===== config.mk =====
export PLATFORM = sky130hd
export DESIGN_NAME = mult_div_unit_flat
export DESIGN_NICKNAME = d
export VERILOG_FILES = /design/src/rtl/multdiv_pkg.sv /design/src/rtl/mult_div_unit_if.sv /design/src/rtl/multdiv_step.sv /design/src/rtl/mult_div_unit.sv /design/src/flat_wrapper.sv
export SDC_FILE = /design/constraint.sdc
export NUM_CORES = 1
export LEC_CHECK = 0
export ABC_AREA = 0
export ABC_CLOCK_PERIOD_IN_PS = 4500
export BUFFER_PORTS_ARGS = -buffer_cell sky130_fd_sc_hd__buf_2
export CORE_UTILIZATION = 61
export CTS_BUF_LIST = sky130_fd_sc_hd__clkbuf_8
export CTS_CLUSTER_SIZE = 8
export DETAILED_ROUTE_END_ITERATION = 7
export GPL_ROUTABILITY_DRIVEN = 1
export PLACE_DENSITY_LB_ADDON = 0.15
export SYNTH_ARGS = -nofsm -noshare
export SYNTH_HDL_FRONTEND = slang
export SYNTH_SLANG_ARGS = --single-unit

===== constraint.sdc =====
create_clock -name clk -period 4.5 [get_ports clk]
set_clock_uncertainty 0.1 [all_clocks]
set_input_delay 1.125 -clock clk [delete_from_list [all_inputs] [get_ports clk]]
set_output_delay 1.125 -clock clk [all_outputs]
set_load 0.005 [all_outputs]

===== src/rtl/multdiv_pkg.sv =====
// rtl/multdiv_pkg.sv - shared encodings, state enum and helpers for the multiply/divide unit
package multdiv_pkg;

  localparam logic OP_MULT    = 1'b0;
  localparam logic OP_DIV     = 1'b1;
  localparam int   ITERATIONS = 32;

  typedef enum logic [1:0] {
    IDLE,
    RUN,
    FIX,
    DONE
  } state_t;

  function automatic logic [31:0] abs32(input logic [31:0] x);
    return x[31] ? (~x + 32'd1) : x;
  endfunction

endpackage


===== src/rtl/mult_div_unit_if.sv =====
// rtl/mult_div_unit_if.sv - request/result bundle between the issuing stage and the multiply/divide unit
interface mult_div_unit_if;
  logic [31:0] ALUSrcA;
  logic [31:0] ALUSrcB;
  logic        start;
  logic        op;
  logic        busy;
  logic        done;
  logic [31:0] HI;
  logic [31:0] LO;
  logic        DIV_ZERO;

  modport master (
    output ALUSrcA, ALUSrcB, start, op,
    input  busy, done, HI, LO, DIV_ZERO
  );

  modport slave (
    input  ALUSrcA, ALUSrcB, start, op,
    output busy, done, HI, LO, DIV_ZERO
  );
endinterface


===== src/rtl/multdiv_step.sv =====
// rtl/multdiv_step.sv - one combinational shift-add (MULT) or restoring shift-subtract (DIV) iteration
// Divider half is present only when MULT_DIV_UNIT_DIV_EN is defined.
module multdiv_step
  import multdiv_pkg::*;
(
  input  logic        op,
  input  logic [31:0] hi,
  input  logic [31:0] lo,
  input  logic [31:0] m,
  output logic [31:0] hi_next,
  output logic [31:0] lo_next
);

  logic [32:0] sum;
`ifdef MULT_DIV_UNIT_DIV_EN
  logic [32:0] shifted;
  logic [32:0] diff;
`else
  logic unused_op;
  assign unused_op = op;
`endif

  always_comb begin
    // MULT: lo holds the remaining multiplier bits, product shifts in from the top
    sum     = {1'b0, hi} + (lo[0] ? {1'b0, m} : 33'd0);
    hi_next = sum[32:1];
    lo_next = {sum[0], lo[31:1]};
`ifdef MULT_DIV_UNIT_DIV_EN
    // DIV: partial remainder stays below m, so the 33-bit difference never overflows
    shifted = {hi, lo[31]};
    diff    = shifted - {1'b0, m};
    if (op == OP_DIV) begin
      if (!diff[32]) begin
        hi_next = diff[31:0];
        lo_next = {lo[30:0], 1'b1};
      end else begin
        hi_next = shifted[31:0];
        lo_next = {lo[30:0], 1'b0};
      end
    end
`endif
  end

endmodule


===== src/rtl/mult_div_unit.sv =====
// rtl/mult_div_unit.sv - iterative signed 32x32 multiply / 32/32 divide with HI/LO results
// Divide support is compiled in only when MULT_DIV_UNIT_DIV_EN is defined.
module mult_div_unit
  import multdiv_pkg::*;
(
  input logic            clk,
  input logic            reset,
  mult_div_unit_if.slave bus
);

  localparam logic [4:0] LAST_ITER = 5'(ITERATIONS - 1);

  state_t      state;
  logic [4:0]  cnt;
  logic        op_q;
  logic        sa;
  logic        sb;
  logic [31:0] acc_hi;
  logic [31:0] acc_lo;
  logic [31:0] mag_m;
  logic [31:0] hi_q;
  logic [31:0] lo_q;
  logic        busy_q;
  logic        done_q;
  logic        dz_q;

  logic [31:0] a_mag;
  logic [31:0] b_mag;
  logic [31:0] step_hi;
  logic [31:0] step_lo;
  logic [63:0] prod_mag;
  logic [63:0] prod_fix;
  logic [31:0] res_hi;
  logic [31:0] res_lo;
  logic        div_zero_req;

  assign a_mag    = abs32(bus.ALUSrcA);
  assign b_mag    = abs32(bus.ALUSrcB);
  assign prod_mag = {acc_hi, acc_lo};
  assign prod_fix = (sa ^ sb) ? (~prod_mag + 64'd1) : prod_mag;

`ifdef MULT_DIV_UNIT_DIV_EN
  assign div_zero_req = (bus.op == OP_DIV) && (bus.ALUSrcB == 32'd0);
  // Remainder follows the dividend sign, quotient follows sA^sB
  assign res_hi = (op_q == OP_DIV) ? (sa ? (~acc_hi + 32'd1) : acc_hi) : prod_fix[63:32];
  assign res_lo = (op_q == OP_DIV) ? ((sa ^ sb) ? (~acc_lo + 32'd1) : acc_lo) : prod_fix[31:0];
`else
  assign div_zero_req = (bus.op == OP_DIV);
  assign res_hi       = prod_fix[63:32];
  assign res_lo       = prod_fix[31:0];
`endif

  multdiv_step u_step (
    .op      (op_q),
    .hi      (acc_hi),
    .lo      (acc_lo),
    .m       (mag_m),
    .hi_next (step_hi),
    .lo_next (step_lo)
  );

  always_ff @(posedge clk) begin
    if (reset) begin
      state  <= IDLE;
      cnt    <= 5'd0;
      op_q   <= OP_MULT;
      sa     <= 1'b0;
      sb     <= 1'b0;
      acc_hi <= 32'd0;
      acc_lo <= 32'd0;
      mag_m  <= 32'd0;
      hi_q   <= 32'd0;
      lo_q   <= 32'd0;
      busy_q <= 1'b0;
      done_q <= 1'b0;
      dz_q   <= 1'b0;
    end else begin
      case (state)
        IDLE: begin
          if (bus.start) begin
            op_q   <= bus.op;
            sa     <= bus.ALUSrcA[31];
            sb     <= bus.ALUSrcB[31];
            acc_hi <= 32'd0;
            cnt    <= 5'd0;
            dz_q   <= 1'b0;
            if (bus.op == OP_DIV) begin
              acc_lo <= a_mag;
              mag_m  <= b_mag;
            end else begin
              acc_lo <= b_mag;
              mag_m  <= a_mag;
            end
            if (div_zero_req) begin
              dz_q   <= 1'b1;
              done_q <= 1'b1;
              state  <= DONE;
            end else begin
              busy_q <= 1'b1;
              state  <= RUN;
            end
          end
        end
        RUN: begin
          acc_hi <= step_hi;
          acc_lo <= step_lo;
          cnt    <= cnt + 5'd1;
          if (cnt == LAST_ITER) state <= FIX;
        end
        FIX: begin
          hi_q   <= res_hi;
          lo_q   <= res_lo;
          busy_q <= 1'b0;
          done_q <= 1'b1;
          state  <= DONE;
        end
        DONE: begin
          done_q <= 1'b0;
          state  <= IDLE;
        end
        default: state <= IDLE;
      endcase
    end
  end

  assign bus.busy     = busy_q;
  assign bus.done     = done_q;
  assign bus.HI       = hi_q;
  assign bus.LO       = lo_q;
  assign bus.DIV_ZERO = dz_q;

endmodule


===== src/flat_wrapper.sv =====
// flat-port wrapper written by rule: the top's interface ports become plain ports
module mult_div_unit_flat import multdiv_pkg::*;
  (clk, reset, bus_ALUSrcA, bus_ALUSrcB, bus_start, bus_op, bus_busy, bus_done, bus_HI, bus_LO, bus_DIV_ZERO);
  mult_div_unit_if bus_i ();
  input logic clk;
  input logic reset;
  input wire logic [$bits(bus_i.ALUSrcA)-1:0] bus_ALUSrcA;
  input wire logic [$bits(bus_i.ALUSrcB)-1:0] bus_ALUSrcB;
  input wire logic [$bits(bus_i.start)-1:0] bus_start;
  input wire logic [$bits(bus_i.op)-1:0] bus_op;
  output wire logic [$bits(bus_i.busy)-1:0] bus_busy;
  output wire logic [$bits(bus_i.done)-1:0] bus_done;
  output wire logic [$bits(bus_i.HI)-1:0] bus_HI;
  output wire logic [$bits(bus_i.LO)-1:0] bus_LO;
  output wire logic [$bits(bus_i.DIV_ZERO)-1:0] bus_DIV_ZERO;
  assign bus_i.ALUSrcA = bus_ALUSrcA;
  assign bus_i.ALUSrcB = bus_ALUSrcB;
  assign bus_i.start = bus_start;
  assign bus_i.op = bus_op;
  assign bus_busy = bus_i.busy;
  assign bus_done = bus_i.done;
  assign bus_HI = bus_i.HI;
  assign bus_LO = bus_i.LO;
  assign bus_DIV_ZERO = bus_i.DIV_ZERO;
  mult_div_unit u_core (.clk(clk), .reset(reset), .bus(bus_i));
endmodule

* Yosys cells after proc, flatten, opt, wreduce, memory -nomap -nowiden
Cells that the tools add are included.
** Cells by class
- Equal/unequal tests :: 8
- Add/subtract/negate cells :: 5
- Bitwise operators :: 4
- Mux-type cells :: 23
- Reduce and logical (&&, ||, !) cells :: 9
** Operators by type and width (count)
- $mux 32 :: 7
- $pmux 32 s2 :: 2
- $add 32x1->32 const B :: 2
- $add 64x1->64 const B :: 1
- $mux 64 :: 1
- $not 32->32 :: 2
- $not 64->64 :: 1
- $add 32x33->33 :: 1
- $pmux 5 s2 :: 1
- $pmux 2 s4 :: 1
- $mux 2 :: 3
- $ne 2x2->1 const B :: 3
- $reduce_and 2->1 :: 3
- $reduce_and 3->1 :: 2
- $add 5x1->5 const B :: 1
- $eq 5x5->1 const B :: 1
- $mux 1 :: 5
- $mux 5 :: 1
- $eq 2x2->1 const B :: 2
- $reduce_bool 2->1 :: 2
- $pmux 1 s3 :: 1
- $reduce_bool 3->1 :: 1
- $eq 2x1->1 const B :: 1
- $logic_not 2->1 :: 1
- 3 further kinds :: 3
** Storage, ports and cells
- Bits in registers :: 172
- Word-level logic and storage cells :: 61
- Output and inout bits :: 67
- Input bits :: 68

* Logic depth before layout (Yosys ltp)
Gate-level depths: netlist of run 1.
- Depth in word-level cells :: 6
- Mapped depth :: 14
- Gate-level depth less buffers :: 12

* By module
From an unflattened synthesis of run 1, not the netlist that was laid out.
** Second synthesis, totals
- Cells, all modules :: 1488
- Area, all modules :: 11710.0 um2
** Modules (own cells, without submodules)
- mult_div_unit :: seq. area each 3443.3 um2, cells each 1185, instances 1, area each 9604.2 um2
- multdiv_step :: seq. area each 0.0 um2, cells each 303, instances 1, area each 2105.8 um2

* Least setup slack after synthesis of run 1
OpenSTA, ideal clock, no wires.
- Path kind :: in2reg
- From :: in bus_ALUSrcA[16]
- To :: reg u_core.mag_m[29]
- Path slack :: 0.877 ns
- Library setup time :: 0.117 ns
- Arrival time :: 3.406 ns
- Data required time :: 4.283 ns
- Cell stages on the path :: 8
- Cells stage by stage :: or3_4 > or3_4 > or4_4 > or3_1 > o41ai_2 > xor2_1 > mux2i_1 > a22o_1
** On the way
- Cells in the longest elaborated chain, start to end :: 4
** RTL lines
- from (decl) :: line flat_wrapper.sv:7 : input wire logic [$bits(bus_i.ALUSrcA)-1:0] bus_ALUSrcA;
- $not 32->32 :: line multdiv_pkg.sv:16 : return x[31] ? (~x + 32'd1) : x;
- $add 32x1->32 :: line multdiv_pkg.sv:16
- $mux 32 :: line multdiv_pkg.sv:16
- $mux 32 :: line mult_div_unit.sv:87 : if (bus.op == OP_DIV) begin
- to (signal assigned) :: line mult_div_unit.sv:89 : mag_m <= b_mag;
- to (signal assigned) :: line mult_div_unit.sv:92 : mag_m <= a_mag;
- to (decl) :: line mult_div_unit.sv:20 : logic [31:0] mag_m;
No other way between the ends.
A chain may end at the register's enable or synchronous reset.

* Worst setup path in the final report of run 1
- From :: reg u_core.acc_lo[0]
- To :: reg u_core.acc_hi[31]
** On the way
- Cells in the longest elaborated chain, start to end :: 3
** RTL lines
- from (decl) :: line mult_div_unit.sv:19 : logic [31:0] acc_lo;
- from (signal assigned) :: line mult_div_unit.sv:88 : acc_lo <= a_mag;
- from (signal assigned) :: line mult_div_unit.sv:91 : acc_lo <= b_mag;
- from (signal assigned) :: line mult_div_unit.sv:106 : acc_lo <= step_lo;
- $mux 32 :: line multdiv_step.sv:25 : sum = {1'b0, hi} + (lo[0] ? {1'b0, m} : 33'd0);
- $add 32x33->33 :: line multdiv_step.sv:25
- $pmux 32 s2 :: line mult_div_unit.sv:78 : case (state)
- to (signal assigned) :: line mult_div_unit.sv:105 : acc_hi <= step_hi;
- to (decl) :: line mult_div_unit.sv:18 : logic [31:0] acc_hi;
No other way between the ends.

==> impl_metrics.toml, run 1 <==
[routing]
drtIter0Drc = 961
vias_per_cell = 6.24
wl_per_cell_um = 17.4
ant_nets = 0
vias = 11000
finalWirelength_mm = 30.6
drc = 0
drt_first_pass_iters = 6

[setup_path]
crit_chain = "buf_4 > and2_1 > ha_1 > a211oi_1 > nor2_1 > o41ai_1 > a41oi_1 > a31oi_1 > o21ai_0 > a22o_1"
end_kind = "flip-flop"
startpoint_type = "flip-flop"
crit_family = "compound AO/OA/AOI/OAI gates"
critPathMaxStageDelay_ns = 0.62
arrival_ns = 3.83
crit_start = "u_core.acc_lo[0]"
crit_buf_inv = 1
worstSetupPathType = "reg -> reg"
crit_required_ns = 4.78
slowest_stage = "dfxtp_1"
reg2reg_from = "u_core.acc_lo[0]"
critPathMaxFanout = 24

[global_route]
grt_overflow = 0
antenna_found_initial = 0
grt_pass1_wl_mm = 47.3
grt_pass1_vias = 9159
grt.total_usage_pct = 32.3
grt_max_degree = 96

[floorplanning]
core-area_um2 = 18000
die_h_um = 137
die_x_um = 137
row_count = 49
die_area_um2 = 18900
io_pins = 135
start_util_pct = 62.2

[timing]
post-route-min-period_ns = 3.55
slew_viol_final = 0
relSlewSlack_pct = 19.1
timing.setup.tns_ns = 0
rsz0062_at_grt = "no"
period_share_pct = 78.9
clock.fmax_mhz = 282
hold_viol_final = 0
tightest_slew_ns = 1.21
setup_viol = 0

[clock_tree]
cts_tree = "built"
post-cts-setup-buffers = 0
clock_latency_ns = 0.48
h-tree-depth = 4
holdBufCountCts = 0
cts_sinks = 172
clk_pin_slew_ns = 0.10
clock_tree.buffer_depth = 2
cts_resized = 0
numCtsBuffers = 17
clock-root-buffer = "clkbuf_8"

[yosys]
ys_async_sr_fraction_pct = 0
synth_nets = 1551
synth_top_area_share_pct = 30.8
seq_area_frac_synth_pct = 30.8
synth_warnings = 0
synth_area_um2 = 11200
synth_edf_count = 0
synth.most_common_cell = "nor2_1"
avgSynthCellArea_um2 = 7.75
post_synth_inst_count = 1441
yosys.area.top_type = "dfxtp_1"
synth_top_flop_cell = "dfxtp_1"
yosysUniqueCellTypes = 69
synth-seq-cells = 172
synth.top_cells.by_count = "nor2_1 (177), dfxtp_1 (172), nand2_1 (143), o21ai_0 (110), a21oi_1 (103)"
synth.area.top_cells = "dfxtp_1 (31%), nor2_1 (5.9%), xor2_1 (5.9%)"

[hold_path]
hold_path.class = "reg -> reg"
holdCritStartpoint = "u_core.mag_m[21]"

[pwr]
vdd_drop_max_mv = 0.385
cellLeakagePower_nw = 5.06
p_total_mw = 5.97
p_per_area_nw_per_um2 = 484

[finish]
instances_no_fill = 1761
final_nets = 1629
drive_gt1_share_pct = 13.5
fin_util_pct = 68.7
n_antenna_cell = 0
areaGrowthSynthToFinish_pct = 10.4

[placed_design]
port_buffers = 134
gp_congestion = 0.947
placed_cells = 1729
dp_hpwl_mm = 23.3

[job]
maxCapViolCount = 0

[status]
outcome = "finished, final reports clean"
[where the power goes]
group,leakage [nW],total [mW],internal [mW],switching [mW]
Combinational,3.45,2.51,0.957,1.56
Sequential,1.40,2.33,1.90,0.424
Clock,0.204,1.14,0.516,0.621
[sequential cells by signal (all words and copies together), names as in the netlist]
| signal | cells |
|---|---|
| u_core.cnt | 5 |
| u_core.bus.done | 1 |
| u_core.sa | 1 |
| u_core.bus.HI | 32 |
| u_core.mag_m | 32 |
| u_core.acc_lo | 32 |
| u_core.acc_hi | 32 |
| u_core.state | 2 |
| u_core.bus.LO | 32 |
| u_core.bus.busy | 1 |
| u_core.sb | 1 |
| u_core.bus.DIV_ZERO | 1 |
[metrics by stage]
stage	cell area [um^2]	setup slack [ns]	hold WS (ns)
3_3_place_gp	11900	0.569	0.321
6_report	12300	0.948	0.350
2_1_floorplan	11200	0.877	0.308
5_1_grt	12300	0.739	0.374
3_5_place_dp	11900	0.530	0.339
4_1_cts	12300	1.04	0.352
[cell type report]
type                       count  area [um^2]
clock buffer                  17          234
clock inverter                15          179
fill                        1564         5620
inverter                      22         82.6
multi-input combinational   1157         7330
sequential                   172         3440
tap                          229          287
timing repair buffer         149          786
[placed cells by master, fill, tap and decap left out, drive strengths merged, types with 9 or more instances in the layout]
master / n
and2: 34
nor4: 14
a22oi: 16
nor2: 177
o41ai: 17
a31oi: 10
a21o: 16
and3: 12
o31ai: 32
nand3: 12
o211ai: 13
nor3: 26
o21ai: 113
ha: 41
a21oi: 103
xor2: 75
inv: 31
a211oi: 67
clkbuf: 17
buf: 149
nand2: 143
or3: 18
a22o: 24
or4: 18
nand2b: 9
nand4: 9
dfxtp: 172
xnor2: 67
mux2i: 12
[cells by family after synthesis]
group           after synthesis  share of synthesized area [%]
xor+xnor                    142                           11.1
fa+ha+maj                    42                           4.77
buf+inv                     112                           3.84
compound gates              460                           26.9
mux                          13                           1.18
flops                       172                           30.8
simple gates                500                           21.4
[layer usage]
layer / share of wire (%) / vias to the layer above / global-route usage [%] / wire length, um
met1: 48 / 5082 / 47.5 / 14600
li1: - / 5398 / - / -
met3: 7.7 / 62 / 6.33 / 2370
met5: 0 / - / 0 / 0
met4: 2.5 / 0 / 10.7 / 777
met2: 42 / 440 / 46.5 / 12900
[path summary, 6_finish.rpt]
kind | endpoint | slack [ns] | depth (start not counted)
max | u_core.acc_hi[31] | 0.95 | 10
max reg2reg | u_core.acc_hi[31] | 0.95 | 10
min reg2reg | u_core.mag_m[21] | 0.35 | 2
min | u_core.mag_m[21] | 0.35 | 2
[worst register-to-register path, cell delays in order, from the launching register on]
cell and delay [ns]:
dfxtp_1 0.62, buf_4 0.33, and2_1 0.19, ha_1 0.29, a211oi_1 0.24, nor2_1 0.11
o41ai_1 0.53, a41oi_1 0.36, a31oi_1 0.35, o21ai_0 0.14, a22o_1 0.21
Note: power is estimated with default switching activity, not from simulation.
==> inputs of run 2 (changes only) <==
ABC_AREA = 1   (was 0)
ABC_CLOCK_PERIOD_IN_PS = 3000   (was 4500)
CORE_UTILIZATION = 57   (was 61)
clock period = 3 ns   (was 4.5 ns; I/O delays follow)
==> run 2 against run 1 <==
Count of clock-buffer cells in the layout unchanged; sequential power rose by 57%; largest power group unchanged; setup slack worse by 0.57 ns; clock power increased by 58%; flip-flop and latch count is the same; register-to-register slack got worse by 0.57 ns.
==> impl_metrics.toml, run 2 <==
[status]
outcome = "finished, final reports clean"

[yosys]
synth.area.top_cells = "dfxtp_1 (24%), nand2_1 (22%), inv_1 (9.9%)"
synth-seq-cells = 172
synth_top_area_share_pct = 24.1
yosysUniqueCellTypes = 47
post_synth_inst_count = 2567
synth_top_flop_cell = "dfxtp_1"
synth_nets = 2677
synth_area_um2 = 14300
synth.top_cells.by_count = "nand2_1 (853), inv_1 (375), nor2_1 (334), nand3_1 (216), dfxtp_1 (172)"
yosys.area.top_type = "dfxtp_1"
seq_area_frac_synth_pct = 24.1
synth_warnings = 0
synth_edf_count = 0
avgSynthCellArea_um2 = 5.56
ys_async_sr_fraction_pct = 0
synth.most_common_cell = "nand2_1"

[routing]
vias = 16900
finalWirelength_mm = 52.5
drc = 0
drt_first_pass_iters = 6
vias_per_cell = 5.63
wl_per_cell_um = 17.4
ant_nets = 0
drtIter0Drc = 2056

[placed_design]
dp_hpwl_mm = 41.8
gp_congestion = 1.05
pre_cts_ws_ns = 0.328
port_buffers = 134
placed_cells = 2977

[finish]
multiInputGateArea_um2 = 9030
n_antenna_cell = 0
drive_gt1_share_pct = 10.3
instances_no_fill = 3009
final_common_cell = "nand2_1"
final_nets = 2782
fin_util_pct = 64.3
regArea_um2 = 3440
fillerInstances = 2456
areaGrowthSynthToFinish_pct = 10.2
final_cell_mix = "nand2_1 (853), inv_1 (375), nor2_1 (333)"

[setup_path]
crit_required_ns = 3.33
critPathMaxFanout = 19
arrival_ns = 2.95
worstSetupPathType = "reg -> reg"
worstReg2RegEnd = "u_core.acc_hi[31]"
startpoint_type = "flip-flop"
reg2reg_from = "u_core.acc_lo[0]"
crit_start = "u_core.acc_lo[0]"
r2r_slack_ns = 0.38
ff2ff_path_depth = 14
end_kind = "flip-flop"

[clock_tree]
clk_pin_slew_ns = 0.11
post-cts-setup-buffers = 0
h-tree-depth = 4
clock_tree.buffer_depth = 2
cts_sinks = 172
holdBufCountCts = 0
clock-root-buffer = "clkbuf_8"
cts_tree = "built"
numCtsBuffers = 17
cts_resized = 0
clock_latency_ns = 0.50

[timing]
period_share_pct = 87.3
rsz0062_at_grt = "no"
hold_viol_final = 0
tightest_slew_ns = 0.918
timing.setup.tns_ns = 0
clock.fmax_mhz = 382
post-route-min-period_ns = 2.62
relSlewSlack_pct = 38.8
slew_viol_final = 0
setup_viol = 0
setup_ws_ns = 0.382

[global_route]
grt_pass1_vias = 15400
grt_max_degree = 75
grt_pass1_wl_mm = 81.4
grt_overflow = 0
grt.total_usage_pct = 40.5
antenna_found_initial = 0

[hold_path]
hold_path.class = "reg -> reg"
min_path_cells = 2
holdPathEnd = "u_core.sb"
holdCritStartpoint = "u_core.sb"

[floorplanning]
start_util_pct = 58.4
die_x_um = 160
core-area_um2 = 24500
die_h_um = 160
row_count = 57
io_pins = 135
die_area_um2 = 25700

[pwr]
p_per_area_nw_per_um2 = 756
vdd_drop_max_mv = 0.659
p_total_mw = 11.9
cellLeakagePower_nw = 8.78

[job]
maxCapViolCount = 0
run 2: changes by cell type after synthesis, moves of 20 or more:
cell | before | now
a211oi_1 | 67 | 0
a21oi_1 | 103 | 143
xor2_1 | 75 | 35
clkbuf_1 | 82 | 54
nand3_1 | 12 | 216
nor2_1 | 177 | 334
buf_2 | 1 | 21
a22o_1 | 24 | 0
and2_1 | 34 | 1
nand2_1 | 143 | 853
inv_1 | 22 | 375
o31ai_1 | 32 | 1
xnor2_1 | 67 | 11
run 2: metrics by stage:
stage	area [um^2]	hold slack, ns
finish	15700	0.378
CTS	15700	0.375
global placement	15300	0.352
global route	15700	0.396
detailed placement	15300	0.360
floorplan	14300	0.343
run 2: per-layer routing:
metal  share of wire (%)  GRT usage (%)  wire length, um
met1                  42           52.5            21800
met2                  44           64.7            23100
met3                 9.1           6.29             4760
met4                 5.3           21.0             2780
met5                   0              0                0
run 2: area by class of cell:
type                       count  share of cell area [%]
inverter                     392                    9.37
clock inverter                15                    1.21
multi-input combinational   1919                    57.4
sequential                   172                    21.9
tap                          324                    2.58
clock buffer                  17                    1.49
timing repair buffer         170                    6.06
run 2: logic make-up (layout without fill, tap and decap cells):
| logic type | count (synthesis) | count (layout) | synth area share [%] |
|---|---|---|---|
| AO/OA/AOI/OAI | 311 | 311 | 12.1 |
| XOR/XNOR | 46 | 46 | 2.82 |
| adder cells (fa/ha/maj) | 42 | 42 | 3.73 |
| buffers and inverters | 476 | 594 | 12.7 |
| flip-flops | 172 | 172 | 24.1 |
| AND/OR/NAND/NOR | 1520 | 1520 | 44.4 |
run 2: power breakdown:
group / internal [mW] / switching, mW / total [mW]
Clock: 0.718 / 1.08 / 1.80
Sequential: 2.96 / 0.688 / 3.65
Combinational: 2.05 / 4.40 / 6.45
Total: 5.73 / 6.17 / 11.9
run 2: critical path, stage by stage (launching register included):
cell and delay (ns):
dfxtp_1 0.48, buf_4 0.27, nand2_1 0.10, inv_1 0.10, ha_1 0.27, nand2_1 0.13
nor2_1 0.32, inv_1 0.08, o21bai_1 0.21, inv_1 0.06, nand2_1 0.10, nand3_1 0.07
nand2_1 0.08, nand2_1 0.05, a21oi_1 0.13
run 2: worst max-delay path by stage:
stage,to,slack (ns),cells after the start
3_3_place_gp,u_core.acc_lo[12],0.44,11
2_1_floorplan,u_core.acc_hi[31],0.60,18
6_report,u_core.acc_hi[31],0.38,14
4_1_cts,u_core.acc_hi[31],0.40,16
3_5_place_dp,u_core.acc_lo[12],0.33,11
5_1_grt,u_core.acc_hi[15],0.20,15
==> inputs of run 3 (changes only) <==
CORE_MARGIN = 2   (was unset)
GPL_TIMING_DRIVEN = 0   (was unset)
==> run 3 against run 2 <==
The run now ends with design-rule violations left; power rose by 0.81%; first-iteration DRC count rose by 14%; fmax decreased by 4.6%; sequential share of layout area about the same; flip-flop and latch count is the same; register-to-register slack lost 0.12 ns; via count rose by 2.4%; critical path type unchanged; largest cell class unchanged.
==> impl_metrics.toml, run 3 (synthesized netlist as in run 2, its figures left out) <==
[status]
outcome = "finished with violations"
violations = "design-rule violations"

[floorplanning]
die_x_um = 162
core-area_um2 = 24500
die_area_um2 = 26300
start_util_pct = 58.4
row_count = 57
die_h_um = 162
io_pins = 135

[setup_path]
crit_top_cell = "nand2_1"
end_kind = "flip-flop"
critPathMaxStageDelay_ns = 0.32
critPathMaxFanout = 15
crit_required_ns = 3.31
r2r_slack_ns = 0.26
arrival_ns = 3.05
crit_chain = "clkbuf_4 > clkbuf_1 > nand2_1 > inv_1 > ha_1 > nand2_1 > nand2_1 > a21oi_1 > nand2_1 > nand2_1 > nand2_1 > nand2_1 > nand2_1 > nand2_1 > nand3_1 > a21oi_1"
startpoint_type = "flip-flop"
slowest_stage = "dfxtp_1"
ff2ff_path_depth = 16
worstSetupPathType = "reg -> reg"

[timing]
rsz0062_at_grt = "no"
setup_viol = 0
period_share_pct = 91.4
relSlewSlack_pct = 45.6
fin_hold_ws_ns = 0.377
clock.fmax_mhz = 365
hold_viol_final = 0
post-route-min-period_ns = 2.74
setup_ws_ns = 0.257
slew_viol_final = 0
tightest_slew_ns = 0.810

[finish]
drive_gt1_share_pct = 9.42
n_antenna_cell = 0
final_common_cell = "nand2_1"
fin_util_pct = 64.3
final_cell_mix = "nand2_1 (852), inv_1 (375), nor2_1 (334)"
finalInstanceArea_um2 = 15700
areaGrowthSynthToFinish_pct = 10.2
final_nets = 2826

[routing]
drc = 1
vias_per_cell = 5.68
vias = 17300
finalWirelength_mm = 54.7
ant_nets = 0
wl_per_cell_um = 17.9
drt_first_pass_iters = 8
drtIter0Drc = 2348

[pwr]
p_total_mw = 12.0
cellLeakagePower_nw = 8.73
vdd_drop_max_mv = 0.516
p_per_area_nw_per_um2 = 763

[clock_tree]
cts_sinks = 172
holdBufCountCts = 0
clock_latency_ns = 0.49
cts_tree = "built"
clock-root-buffer = "clkbuf_8"
clock_tree.buffer_depth = 2
clk_pin_slew_ns = 0.12
numCtsBuffers = 17
post-cts-setup-buffers = 0
h-tree-depth = 4

[placed_design]
pre_cts_ws_ns = -0.0547
gp_congestion = 1.07
port_buffers = 131
dp_hpwl_mm = 44.7
placed_area_um2 = 15300

[global_route]
antenna_found_initial = 0
grt_overflow = 0
grt_max_degree = 19
grt_pass1_vias = 15600
grt_pass1_wl_mm = 83.2
grt.total_usage_pct = 40.9

[job]
maxCapViolCount = 0

[hold_path]
hold_path.class = "reg -> reg"
min_path_cells = 2
[run 3: cell types whose count changed in the layout (fill, tap and decap cells not counted), sizes merged]
cell	change
buf	-10
clkinv	-1
clkinvlp	+1
clkbuf	+55
bufinv	-1
[run 3: layout make-up]
type / count / area [um^2]
plain buffers: 83 / 344
clock buffers: 18 / 248
clock inverters: 14 / 143
fillers: 2479 / 8730
inverters: 392 / 1470
multi-input cells: 1919 / 9020
flip-flops and latches: 172 / 3440
well taps: 324 / 405
repair buffers: 131 / 656
[run 3: path summary, 6_finish.rpt]
check | startpoint | to
setup / recovery | u_core.acc_lo[0] | u_core.acc_hi[22]
hold / removal | u_core.sa | u_core.sa
hold reg to reg | u_core.sa | u_core.sa
setup reg to reg | u_core.acc_lo[0] | u_core.acc_hi[22]
[run 3: metrics by stage]
step,setup TNS (ns),cells
2_1_floorplan,0,2567
3_3_place_gp,0,3022
3_5_place_dp,-0.141,3022
4_1_cts,0,3053
5_1_grt,0,3053
6_report,0,3053
[run 3: report_power, final]
group          internal, mW  switching, mW
clock network         0.644           1.04
registers              2.96          0.685
logic                  2.03           4.63
[run 3: metal layers]
layer  global-route usage [%]  up-vias  part of all wire (%)
li1                         -     8339                     -
met1                     53.8     7705                    40
met2                     63.7     1100                    42
met4                     20.6        0                   5.7
met5                        0        -                     0
met3                     8.30      200                    12
[run 3: worst max-delay path: cells and delay by family, from the launching register on]
family          cells  cell delay, ns
simple gates       10            0.99
buf+inv             3            0.63
fa+ha+maj           1            0.29
compound gates      2            0.33
flops               1            0.32
[run 3: timing repair]
action                     4_1_cts  5_1_grt
gates resized for setup          0        3
setup endpoints to repair        5        7
pin swaps                        0        0
